## config.mk

```make
export PLATFORM = sky130hd
export DESIGN_NAME = pll_clock_sequencer
export DESIGN_NICKNAME = d
export VERILOG_FILES = /design/src/rtl/pll_seq_pkg.sv /design/src/rtl/clken_divider.sv /design/src/rtl/pll_clock_sequencer.sv
export SDC_FILE = /design/constraint.sdc
export NUM_CORES = 1
export LEC_CHECK = 0
export CAP_MARGIN = 5
export CORE_MARGIN = 2
export CORE_UTILIZATION = 40
export CTS_CLUSTER_DIAMETER = 200
export CTS_CLUSTER_SIZE = 10
export DETAILED_ROUTE_END_ITERATION = 12
export GPL_TIMING_DRIVEN = 0
export PLACE_DENSITY = 0.67
export REMOVE_ABC_BUFFERS = 1
export SLEW_MARGIN = 25
export SYNTH_ARGS = -nofsm -noshare
export SYNTH_HDL_FRONTEND = slang
export SYNTH_SLANG_ARGS = --single-unit
```

## constraint.sdc

```tcl
create_clock -name clk -period 3.6 [get_ports clk]
set_input_delay 0.72 -clock clk [delete_from_list [all_inputs] [get_ports clk]]
set_output_delay 0.72 -clock clk [all_outputs]
set_load 0.02 [all_outputs]
```

## src/rtl/pll_seq_pkg.sv

```systemverilog
// Shared types and helpers for the PLL clock sequencer.
package pll_seq_pkg;

    localparam int LOSS_CNT_W = 8;

    typedef enum logic [2:0] {
        PLL_RST,
        WAIT_LOCK,
        STABLE,
        RELEASE,
        RUN,
        FAULT
    } state_e;

    // Bits needed to hold values 0..max_val (at least 1).
    function automatic int cnt_width(input int unsigned max_val);
        return (max_val < 2) ? 1 : $clog2(max_val + 1);
    endfunction

endpackage

```

## src/rtl/clken_divider.sv

```systemverilog
// Per-channel clock-enable divider: strobe every d+1 cycles, shadowed divisor
// reloaded on counter wrap (or immediately while the channel is held in reset).
module clken_divider #(
    parameter int DIV_W = 8
) (
    input  logic             clk,
    input  logic             reset,
    input  logic             chan_rst,
    input  logic             wr,
    input  logic [DIV_W-1:0] val,
    output logic             clk_en
);

    logic [DIV_W-1:0] shadow;
    logic [DIV_W-1:0] active;
    logic [DIV_W-1:0] cnt;
    logic             wrap;

    assign wrap   = (cnt == active);
    assign clk_en = !chan_rst && wrap;

    always_ff @(posedge clk or posedge reset) begin
        if (reset) begin
            shadow <= '0;
            active <= '0;
            cnt    <= '0;
        end else begin
            if (wr) begin
                shadow <= val;
            end
            // A write landing on a wrap cycle waits for the next wrap.
            if (chan_rst) begin
                cnt    <= '0;
                active <= wr ? val : shadow;
            end else if (wrap) begin
                cnt    <= '0;
                active <= shadow;
            end else begin
                cnt <= cnt + 1'b1;
            end
        end
    end

endmodule

```

## src/rtl/pll_clock_sequencer.sv

```systemverilog
// PLL reset/lock sequencer with ordered channel reset release and programmable
// clock-enable dividers. Define PLL_SEQ_RETRY_EN to re-lock after lock loss.
module pll_clock_sequencer
    import pll_seq_pkg::*;
#(
    parameter int NUM_CH             = 3,
    parameter int DIV_W              = 8,
    parameter int PLL_RST_CYCLES     = 16,
    parameter int LOCK_STABLE_CYCLES = 256,
    parameter int LOCK_TIMEOUT       = 4096,
    parameter int RELEASE_GAP        = 4,
    parameter int SYNC_STAGES        = 2,
    localparam int SEL_W             = (NUM_CH > 1) ? $clog2(NUM_CH) : 1
) (
    input  logic                  clk,
    input  logic                  reset,
    input  logic                  pll_lock_i,
    output logic                  pll_resetb_o,
    input  logic                  div_wr_i,
    input  logic [SEL_W-1:0]      div_sel_i,
    input  logic [DIV_W-1:0]      div_val_i,
    output logic [NUM_CH-1:0]     clk_en_o,
    output logic [NUM_CH-1:0]     rst_o,
    output logic                  ready_o,
    output logic [LOSS_CNT_W-1:0] lock_loss_cnt_o
);

    localparam int REL_LAST = (NUM_CH - 1) * RELEASE_GAP;
    localparam int MAX_A    = (PLL_RST_CYCLES > LOCK_TIMEOUT) ? PLL_RST_CYCLES : LOCK_TIMEOUT;
    localparam int MAX_B    = (LOCK_STABLE_CYCLES > REL_LAST) ? LOCK_STABLE_CYCLES : REL_LAST;
    localparam int CNT_W    = cnt_width((MAX_A > MAX_B) ? MAX_A : MAX_B);

    localparam logic [CNT_W-1:0] RST_END    = CNT_W'(PLL_RST_CYCLES - 1);
    localparam logic [CNT_W-1:0] TO_END     = CNT_W'(LOCK_TIMEOUT - 1);
    localparam logic [CNT_W-1:0] STABLE_END = CNT_W'(LOCK_STABLE_CYCLES - 1);
    localparam logic [CNT_W-1:0] REL_END    = CNT_W'(REL_LAST);

    logic [SYNC_STAGES-1:0] lock_sync;
    logic                   lock_s;
    state_e                 state, state_d;
    logic [CNT_W-1:0]       cnt, cnt_d;
    logic [NUM_CH-1:0]      rst_q, rst_d;
    logic [LOSS_CNT_W-1:0]  loss_cnt, loss_d;

    assign lock_s = lock_sync[SYNC_STAGES-1];

    always_ff @(posedge clk or posedge reset) begin
        if (reset) begin
            lock_sync <= '0;
            state     <= PLL_RST;
            cnt       <= '0;
            rst_q     <= '1;
            loss_cnt  <= '0;
        end else begin
            lock_sync <= {lock_sync[SYNC_STAGES-2:0], pll_lock_i};
            state     <= state_d;
            cnt       <= cnt_d;
            rst_q     <= rst_d;
            loss_cnt  <= loss_d;
        end
    end

    always_comb begin
        state_d = state;
        cnt_d   = cnt + 1'b1;
        rst_d   = rst_q;
        loss_d  = loss_cnt;
        unique case (state)
            PLL_RST: begin
                rst_d = '1;
                if (cnt == RST_END) begin
                    state_d = WAIT_LOCK;
                    cnt_d   = '0;
                end
            end
            WAIT_LOCK: begin
                if (lock_s) begin
                    state_d = STABLE;
                    cnt_d   = '0;
                end else if (cnt == TO_END) begin
                    state_d = PLL_RST;
                    cnt_d   = '0;
                end
            end
            STABLE, RELEASE, RUN: begin
                if (!lock_s) begin
`ifdef PLL_SEQ_RETRY_EN
                    state_d = PLL_RST;
`else
                    state_d = FAULT;
`endif
                    cnt_d = '0;
                    rst_d = '1;
                    if (loss_cnt != '1) begin
                        loss_d = loss_cnt + 1'b1;
                    end
                end else if (state == STABLE) begin
                    if (cnt == STABLE_END) begin
                        state_d  = RELEASE;
                        cnt_d    = '0;
                        rst_d[0] = 1'b0;
                    end
                end else if (state == RELEASE) begin
                    // cnt tracks cycles since RELEASE entry; channel i drops at i*GAP.
                    for (int unsigned i = 0; i < NUM_CH; i++) begin
                        if (32'(cnt) + 32'd1 >= i * 32'(RELEASE_GAP)) begin
                            rst_d[i] = 1'b0;
                        end
                    end
                    if (cnt == REL_END) begin
                        state_d = RUN;
                    end
                end else begin
                    cnt_d = cnt;
                end
            end
            FAULT: begin
                cnt_d = cnt;
                rst_d = '1;
            end
            default: begin
                state_d = PLL_RST;
                cnt_d   = '0;
                rst_d   = '1;
            end
        endcase
    end

    assign pll_resetb_o    = (state != PLL_RST);
    assign ready_o         = (state == RUN);
    assign rst_o           = rst_q;
    assign lock_loss_cnt_o = loss_cnt;

    for (genvar g = 0; g < NUM_CH; g++) begin : g_div
        clken_divider #(
            .DIV_W(DIV_W)
        ) u_div (
            .clk      (clk),
            .reset    (reset),
            .chan_rst (rst_q[g]),
            .wr       (div_wr_i && (div_sel_i == SEL_W'(g))),
            .val      (div_val_i),
            .clk_en   (clk_en_o[g])
        );
    end

endmodule

```

Yosys cells after proc, flatten, opt, wreduce, memory -nomap -nowiden
Cells that the tools add are included.
- register bits: 101
- input port bits: 14
- word-level logic and storage cells: 116
- add/sub/neg operators: 6
- order comparisons: 3
- equality and inequality tests: 25
- multiplexer cells: 41
- bitwise operators: 3
- reductions and logical operators: 22
- operators with widths (kind ; count):
    8-bit two-way mux ; 15
    13-bit two-way mux ; 7
    13-bit case mux with 4 select lines ; 1
    8-bit by 1-bit adder with 8-bit output (second input constant) ; 4
    32-bit by 1-bit greater-or-equal comparator with 1-bit output (second input constant) ; 1
    32-bit by 3-bit greater-or-equal comparator with 1-bit output (second input constant) ; 1
    3-bit two-way mux ; 10
    13-bit by 4-bit equality test with 1-bit output (second input constant) ; 2
    8-bit equality test ; 3
    4-bit inequality test (second input constant) ; 4
    3-bit inequality test (second input constant) ; 5
    13-bit by 1-bit adder with 14-bit output (second input constant) ; 1
    14-bit by 4-bit greater-or-equal comparator with 1-bit output (second input constant) ; 1
    13-bit by 1-bit adder with 13-bit output (second input constant) ; 1
    13-bit by 12-bit equality test with 1-bit output (second input constant) ; 1
    13-bit by 8-bit equality test with 1-bit output (second input constant) ; 1
    3-bit case mux with 4 select lines ; 1
    4-bit AND reduction ; 3
    8-bit inequality test (second input constant) ; 1
    3-bit by 2-bit equality test with 1-bit output (second input constant) ; 2
    3-bit equality test (second input constant) ; 2
    1-bit logical AND ; 6
    3-bit case mux with 2 select lines ; 1
    6-bit AND reduction ; 1
    15 further kinds ; 25

Logic depth before layout (Yosys ltp)
Gate-level depths: netlist of run 1.
- word-level depth: 7
- mapped depth: 8
- depth with buffers taken out: 7

By module
A second synthesis of run 1 with hierarchy kept.
- cells, all modules: 490
- area, all modules: 5357.6 um^2
- by module, submodules not included (module ; times used ; cells each ; area each (um^2) ; seq. area each (um^2)):
    clken_divider ; 3 ; 97 ; 1181.1 ; 600.6
    pll_clock_sequencer ; 1 ; 199 ; 1814.2 ; 729.4

Least setup slack after synthesis of run 1
OpenSTA, ideal clock, no wires.
- path type: register -> register
- from: register cnt[8]
- to: register state[1]
- library setup time: 126 ps
- data arrival time: 2073 ps
- setup slack: 1401 ps
- cell stages (with the launch flop): 7
- path buffers: 0
- clock period less this slack: 2199 ps
- cell sequence: dfrtp_1 -> or4_4 -> nand4bb_4 -> nor3b_2 -> nor3b_1 -> or3_4 -> a221o_1
- longest elaborated chain between the ends: 3
- elaborated cells between the ends (all ways): 9
- those cells by class: 8 x eq/ne; 1 x reduce/logical
- ends and longest elaborated chain (element ; RTL line ; text):
    from (decl) ; pll_clock_sequencer.sv:41 ; logic [CNT_W-1:0] cnt, cnt_d;
    from (signal assigned) ; pll_clock_sequencer.sv:57 ; cnt <= cnt_d;
    13-bit by 8-bit equality test with 1-bit output (tied with other cells) ; pll_clock_sequencer.sv:98 ; if (cnt == STABLE_END) begin
    4-bit inequality test (no line) (tied with other cells) ; - ;
    6-bit AND reduction (no line) (*) ; - ;
    to (signal assigned) ; pll_clock_sequencer.sv:56 ; state <= state_d;
    to (decl) ; pll_clock_sequencer.sv:40 ; state_e state, state_d;
Mark *: on every way between the ends. The rest lies on a longest branch, timed or not.
A chain may end at the register's enable or synchronous reset.

Worst setup path after layout of run 1
- from: register cnt[0]
- to: register cnt[3]
- longest elaborated chain between the ends: 5
- elaborated cells between the ends (all ways): 12
- those cells by class: 1 x add/sub; 3 x eq/ne; 8 x mux
- ends and longest elaborated chain (element ; RTL line ; text):
    13-bit by 1-bit adder with 13-bit output / 13-bit by 8-bit equality test with 1-bit output (equally long branches) ; pll_clock_sequencer.sv:65, pll_clock_sequencer.sv:98 ;
    13-bit two-way mux (on tied branches) ; pll_clock_sequencer.sv:103, pll_clock_sequencer.sv:98 ;
    13-bit two-way mux ; pll_clock_sequencer.sv:97 ; end else if (state == STABLE) begin
    13-bit two-way mux ; pll_clock_sequencer.sv:86 ; if (!lock_s) begin
    13-bit case mux with 4 select lines (*) ; pll_clock_sequencer.sv:68 ; unique case (state)
Mark *: on every way between the ends. The rest lies on a longest branch, timed or not. The select of a mux whose other input is x is not followed.

==> results.md, run 1 <==
* Outcome: completed
* Hold depth at 0
* Endpoints failing setup at 0
* Initial antenna violation count at 0
* Cells along the critical path: ha_1, nand4_1, nor4_2, or4b_1, a32oi_1, a21oi_1, mux2i_1
* DRT antenna net count at 0
* Standard-cell rows at 41
* Synthesis-to-finish area growth at 12.7%
* CP Launch Type: flop
* Port bufs at 29
* IO Count at 30
* RSZ-0062 raised after global routing: no
* Headroom to the max-slew limit at 34.0%
* Clock Tree Buf Depth at 2
* Number of max-cap violations at 0
* Final Util at 46.5%
* CP endpoint kind: flop
* Share of the synthesized area in the top cell type at 46.8%
* Clock transition at the registers of the reported paths at approximately 70 ps
* Layout cells sized above 1 at 12.5%
* Peak VDD IR at 0.000377 V
* Tcrit/Tclk final at roughly 79%
* Buf/Inv on CP at 0
* Yosys reg bits at 101
* Worst EP required at 3870 ps
* Leakage Power at roughly 0.0024 uW
* Power per Cell Area at about 670 nW/um^2
* Post-synthesis cell type count at just over 70
* Synth top area cells: dfrtp_1, xnor2_1, mux2_2, mux2i_1, nand2_1
* Synth area leader: dfrtp_1
* Post-synth EDFFs at 0
* Delay-heaviest family, CP: compound AO/OA/AOI/OAI gates
* Final hold viol count at 0
* CTS tree: built
* Initial core utilization at 41.2%
* Power Total at 3950 uW
* Arrival @ worst endpoint at 3130 ps
* Register area share after synthesis at 48.3%
* Syn_area_per_cell at 10.6 sq um
* Pin count of the biggest net entering global routing at between 50 and 60
* Post-CTS Hold Fix Bufs at 0
* DPL Wire Length at 7120 um
* Global Route Usage Sum at between 10% and 20%
* Inserted Clock Buffers at 9
* DRC violations left at 0
* Hold WS at 361 ps
* Grt ovf at 0
* Synth Cell Area at between 5000 and 6000 sq um
* First-pass GRT wire length at between 15000 and 20000 um
* Vias at 3606
* Slew at the pin closest to its max-slew limit at between 900 and 1000 ps
* H-tree levels at 3
* Postcts setup bufs at 0
* First drt pass iteration count at 4
* Class of the worst hold path: flop to flop
* Min cycle time layout at 2860 ps
* # diodes at 0
* Synth warn at 0
* Synth Instances at 495
* Number of global-route vias before repair at 3573
* Wirelength per Cell at 15.1 um
* Slowest stage cell, crit path: a32oi_1
* Setup TNS at 0 ps
* Share of flip-flops with an asynchronous set or reset at 100%
* Slew Limit Fails at 0
* Chip Width at 118 um
* Initial DRC Count at 233
* Clock Latency Late Sink at 350 ps
* RePlAce Congestion at 0.814
* F_max at 350 MHz
* Crit-path max FO at 11
* Total core area at 12700 sq um
* Die Y at 118 um
* Vias per Instance at 5.26
* Crit path kind: flop to flop
* DIE AREA at 14000 sq um
* NumNets Final at 528
* Sink Count at about 100
* Post-cts sizing count at 0
* Reg2Reg Depth at 7
* Ys flop type: dfrtp_1
* CP Depth at 7
* Crit path largest cell delay at 820 ps
* WL final at 10400 um
* Clk Tree Root Cell: clkbuf_16
* Layout Skew at between 7 and 8 ps
==> path summary, 6_finish.rpt <==
path,start,to,slack (ps)
min in group asynchronous,reset,lock_loss_cnt_o[2],780
min,lock_sync[0],lock_sync[1],360
max in group asynchronous,reset,g_div[2].u_div.shadow[5],2210
max,cnt[0],cnt[3],740
max reg2reg,cnt[0],cnt[3],740
min reg2reg,lock_sync[0],lock_sync[1],360
==> placed cells by master (no fill, tap or decap), types with 10 or more instances in the layout <==
| cell type | instances |
|---|---|
| and3_1 | 13 |
| clkdlybuf4s50_1 | 29 |
| dfrtp_1 | 98 |
| mux2_2 | 24 |
| mux2i_1 | 26 |
| nand2_1 | 48 |
| nand3_1 | 19 |
| nand4_1 | 10 |
| nor2_1 | 45 |
| o21ai_1 | 33 |
| xnor2_1 | 36 |
| xor2_1 | 16 |
==> synth_stat cells (all sizes together), types with 4 or more instances <==
cell / instances
o21ai: 37
inv: 11
nand3: 20
nand4: 10
xnor2: 36
nand2: 49
buf: 18
mux2: 25
ha: 6
dfrtp: 98
a21oi: 7
nor2: 47
clkbuf: 10
nor3b: 4
xor2: 16
mux2i: 26
nor3: 8
and3: 14
==> logic make-up after synthesis <==
kind of cell | Yosys count | synth area share, %
simple gates | 173 | 17.5
compound gates | 73 | 9.02
flops | 101 | 48.3
buf+inv | 39 | 4.72
fa+ha+maj | 6 | 1.43
xor+xnor | 52 | 8.69
mux | 51 | 10.3
==> where the power goes <==
part	internal [uW]	switching, uW
clock network	620	440
registers	1410	342
logic	552	591
total	2580	1370
==> per-layer routing <==
| metal | up-vias | wire [um] | part of all wire [%] | track usage (%) |
|---|---|---|---|---|
| li1 | 1748 | - | - | - |
| met1 | 1775 | 4840 | 47 | 20.0 |
| met2 | 77 | 4970 | 48 | 25.3 |
| met3 | 6 | 483 | 4.7 | 4.49 |
| met4 | 0 | 71 | 0.68 | 4.02 |
| met5 | - | 0 | 0 | 0 |
==> registers in the layout, summed over array words and instances, names as in the netlist <==
| name | count |
|---|---|
| cnt | 13 |
| g_div.u_div.active | 24 |
| g_div.u_div.cnt | 24 |
| g_div.u_div.shadow | 24 |
| lock_loss_cnt_o | 8 |
| lock_sync | 2 |
| rst_o | 3 |
| state | 3 |
==> final cells by class <==
class / count / area, sq um
multi-input combinational: 355 / 2470
fill: 1216 / 6810
tap: 172 / 215
sequential: 101 / 2530
clock inverter: 7 / 104
clock buffer: 9 / 225
timing repair buffer: 30 / 318
inverter: 11 / 46.3
==> metrics by stage <==
stage / setup WS [ps] / std cells / cell area (sq um)
4_1_cts: 740 / 685 / 5910
6_report: 742 / 685 / 5910
5_1_grt: 543 / 685 / 5910
2_1_floorplan: 238 / 467 / 5040
3_5_place_dp: 753 / 669 / 5580
3_3_place_gp: -1200 / 668 / 5540
==> worst reg2reg max path: cells and delay by family, from the launching register on <==
family	cells	cell delay [ps]
flip-flops	1	460
AND/OR/NAND/NOR	3	860
adder cells (fa/ha/maj)	1	330
AO/OA/AOI/OAI	2	960
multiplexers	1	170
Note: power is estimated with default switching activity, not from simulation.
==> inputs of run 2 (changes only) <==
--- a/config.mk
+++ b/config.mk
@@ -12,7 +12,7 @@
 export CTS_CLUSTER_SIZE = 10
 export DETAILED_ROUTE_END_ITERATION = 12
 export GPL_TIMING_DRIVEN = 0
-export PLACE_DENSITY = 0.67
+export PLACE_DENSITY = 0.69
 export REMOVE_ABC_BUFFERS = 1
 export SLEW_MARGIN = 25
 export SYNTH_ARGS = -nofsm -noshare
==> constraint.sdc (replaced) <==
create_clock -name clk -period 2.41 [get_ports clk]
set_input_delay 0.482 -clock clk [delete_from_list [all_inputs] [get_ports clk]]
set_output_delay 0.482 -clock clk [all_outputs]
set_load 0.02 [all_outputs]
==> results.md, run 2 (synthesis results as in run 1) <==
* DRC violations left at 0
* Final hold viol count at 0
* WL final at 10500 um
* Class of the worst hold path: flop to flop
* CP Launch Type: flop
* Clock Tree Buf Depth at 2
* RSZ-0062 raised after global routing: yes
* Headroom to the max-slew limit at roughly a third
* Layout cells sized above 1 at 14.9%
* NumNets Final at 531
* Hold depth at 0
* Vias per Instance at 5.35
* Outcome: completed
* DRT antenna net count at 0
* CP endpoint kind: flop
* Initial DRC Count at 257
* Met2 usage at 25.9%
* Peak VDD IR at around 0.00052 V
* Clock transition at the registers of the reported paths at 70 ps
* RePlAce Congestion at between 0.8 and 0.9
* Met1 Usage GRT at between 20% and 30%
* # diodes at 0
* Crit path kind: flop to flop
* Layout Skew at 4.97 ps
* Inserted Clock Buffers at 9
* H-tree levels at 3
* Min cycle time layout at 2360 ps
* Crit-path max FO at 8
* Grt ovf at 0
* Reg2Reg Depth at 6
* Synthesis-to-finish area growth at 13.6%
* Clk Tree Root Cell: clkbuf_16
* Global Route Usage Sum at roughly 16%
* Busiest grt layer: met2
* Number of max-cap violations at 0
* IO Count at 30
* Most frequent cells in the layout: dfrtp_1, nand2_1, nor2_1
* Post-CTS Hold Fix Bufs at 0
* Slew Limit Fails at 0
* Pre-CTS setup slack at -492 ps
* Final Util at 46.8%
* Power per Cell Area at 976 nW/um^2
* Worst EP required at 2640 ps
* PnR worst setup slack at 48.0 ps
* Vias at 3680
* DP Area at roughly 5600 sq um
* Commonest non-fill, non-tap cell in the layout: dfrtp_1
* Standard-cell rows at 41
* Total core area at 12700 sq um
* CTS tree: built
* Routing usage on met3 at 3.67%
* Tcrit/Tclk final at a little over nine tenths
* Arrival @ worst endpoint at 2600 ps
* F_max at roughly 420 MHz
* Initial antenna violation count at 0
* DPL Wire Length at around 7200 um
* DIE AREA at 14000 sq um
* Endpoints failing setup at 0
* Slew at the pin closest to its max-slew limit at 990 ps
* First drt pass iteration count at 4
* Number of global-route vias before repair at 3716
* Chip Width at approximately 120 um
* Die Y at approximately 120 um
* Layout fillers at about 1.2k
* First-pass GRT wire length at 18000 um
* Sink Count at 101
* Final Cell Area at 5960 sq um
* Biggest regs: g_div.u_div.active: 24 flops, g_div.u_div.cnt: 24 flops, g_div.u_div.shadow: 24 flops
* Leakage Power at 0.00242 uW
* Port bufs at 29
* Initial core utilization at 41.2%
* Clock Latency Late Sink at 350 ps
* Wirelength per Cell at 15.2 um
* Pin count of the biggest net entering global routing at 57
## run 2: changes by cell type in the layout (fill, tap and decap cells not counted), moves of 2 or more
cell	before	now
buf_4	0	3
bufinv_16	2	0
clkbuf_8	0	2
clkdlybuf4s50_1	29	25
dfrtp_1	98	93
dfrtp_2	0	5
dlygate4sd2_1	0	3
## run 2: area by class of cell
type,instances,area [sq um],area share (%)
Clock buffer,12,256,4.30
Sequential cell,101,2540,42.6
Multi-Input combinational cell,355,2530,42.4
Tap cell,172,215,3.61
Timing Repair Buffer,33,339,5.69
Clock inverter,4,36.3,0.609
Inverter,11,46.3,0.777
## run 2: worst paths after layout
check,slack (ps),endpoint,startpoint
worst min-delay path,350,lock_sync[1],lock_sync[0]
min in group asynchronous,540,lock_loss_cnt_o[1],reset
max in group asynchronous,1260,g_div[1].u_div.shadow[5],reset
worst max register to register,50,state[1],cnt[8]
worst max-delay path,50,state[1],cnt[8]
worst min register to register,350,lock_sync[1],lock_sync[0]
## run 2: power by group
| part | total [uW] | internal [uW] | switching [uW] |
|---|---|---|---|
| sequential | 2630 | 2110 | 520 |
| combinational | 1760 | 869 | 891 |
| clock | 1430 | 773 | 654 |
## run 2: repair_timing
item                       CTS  global route
gates resized for setup     11             7
setup endpoints to repair   18             8
setup buffers                0             3
pin swaps                    0             1
## run 2: stage by stage
step	total power (uW)	TNS, ps	cells	hold WS, ps
after global routing	6200	-28.7	688	371
after detailed placement	4330	-3420	669	339
after global placement	4240	-216920	668	336
after floorplan	3760	-70060	467	331
after CTS	5830	-14.1	685	354
final	5810	0	688	350
## run 2: worst max-delay path, cell delays in order, from the launching register on
cell       delay, ps
dfrtp_2          450
or4_4            570
nand4bb_4        240
o21bai_4         210
nand2_2           80
or3_4            400
a221o_1          300
## run 2: per-layer routing
layer / wire [um] / up-vias
met1: 4870 / 1833
met5: 0 / -
met4: 178 / 0
met3: 376 / 15
li1: - / 1762
met2: 5020 / 70
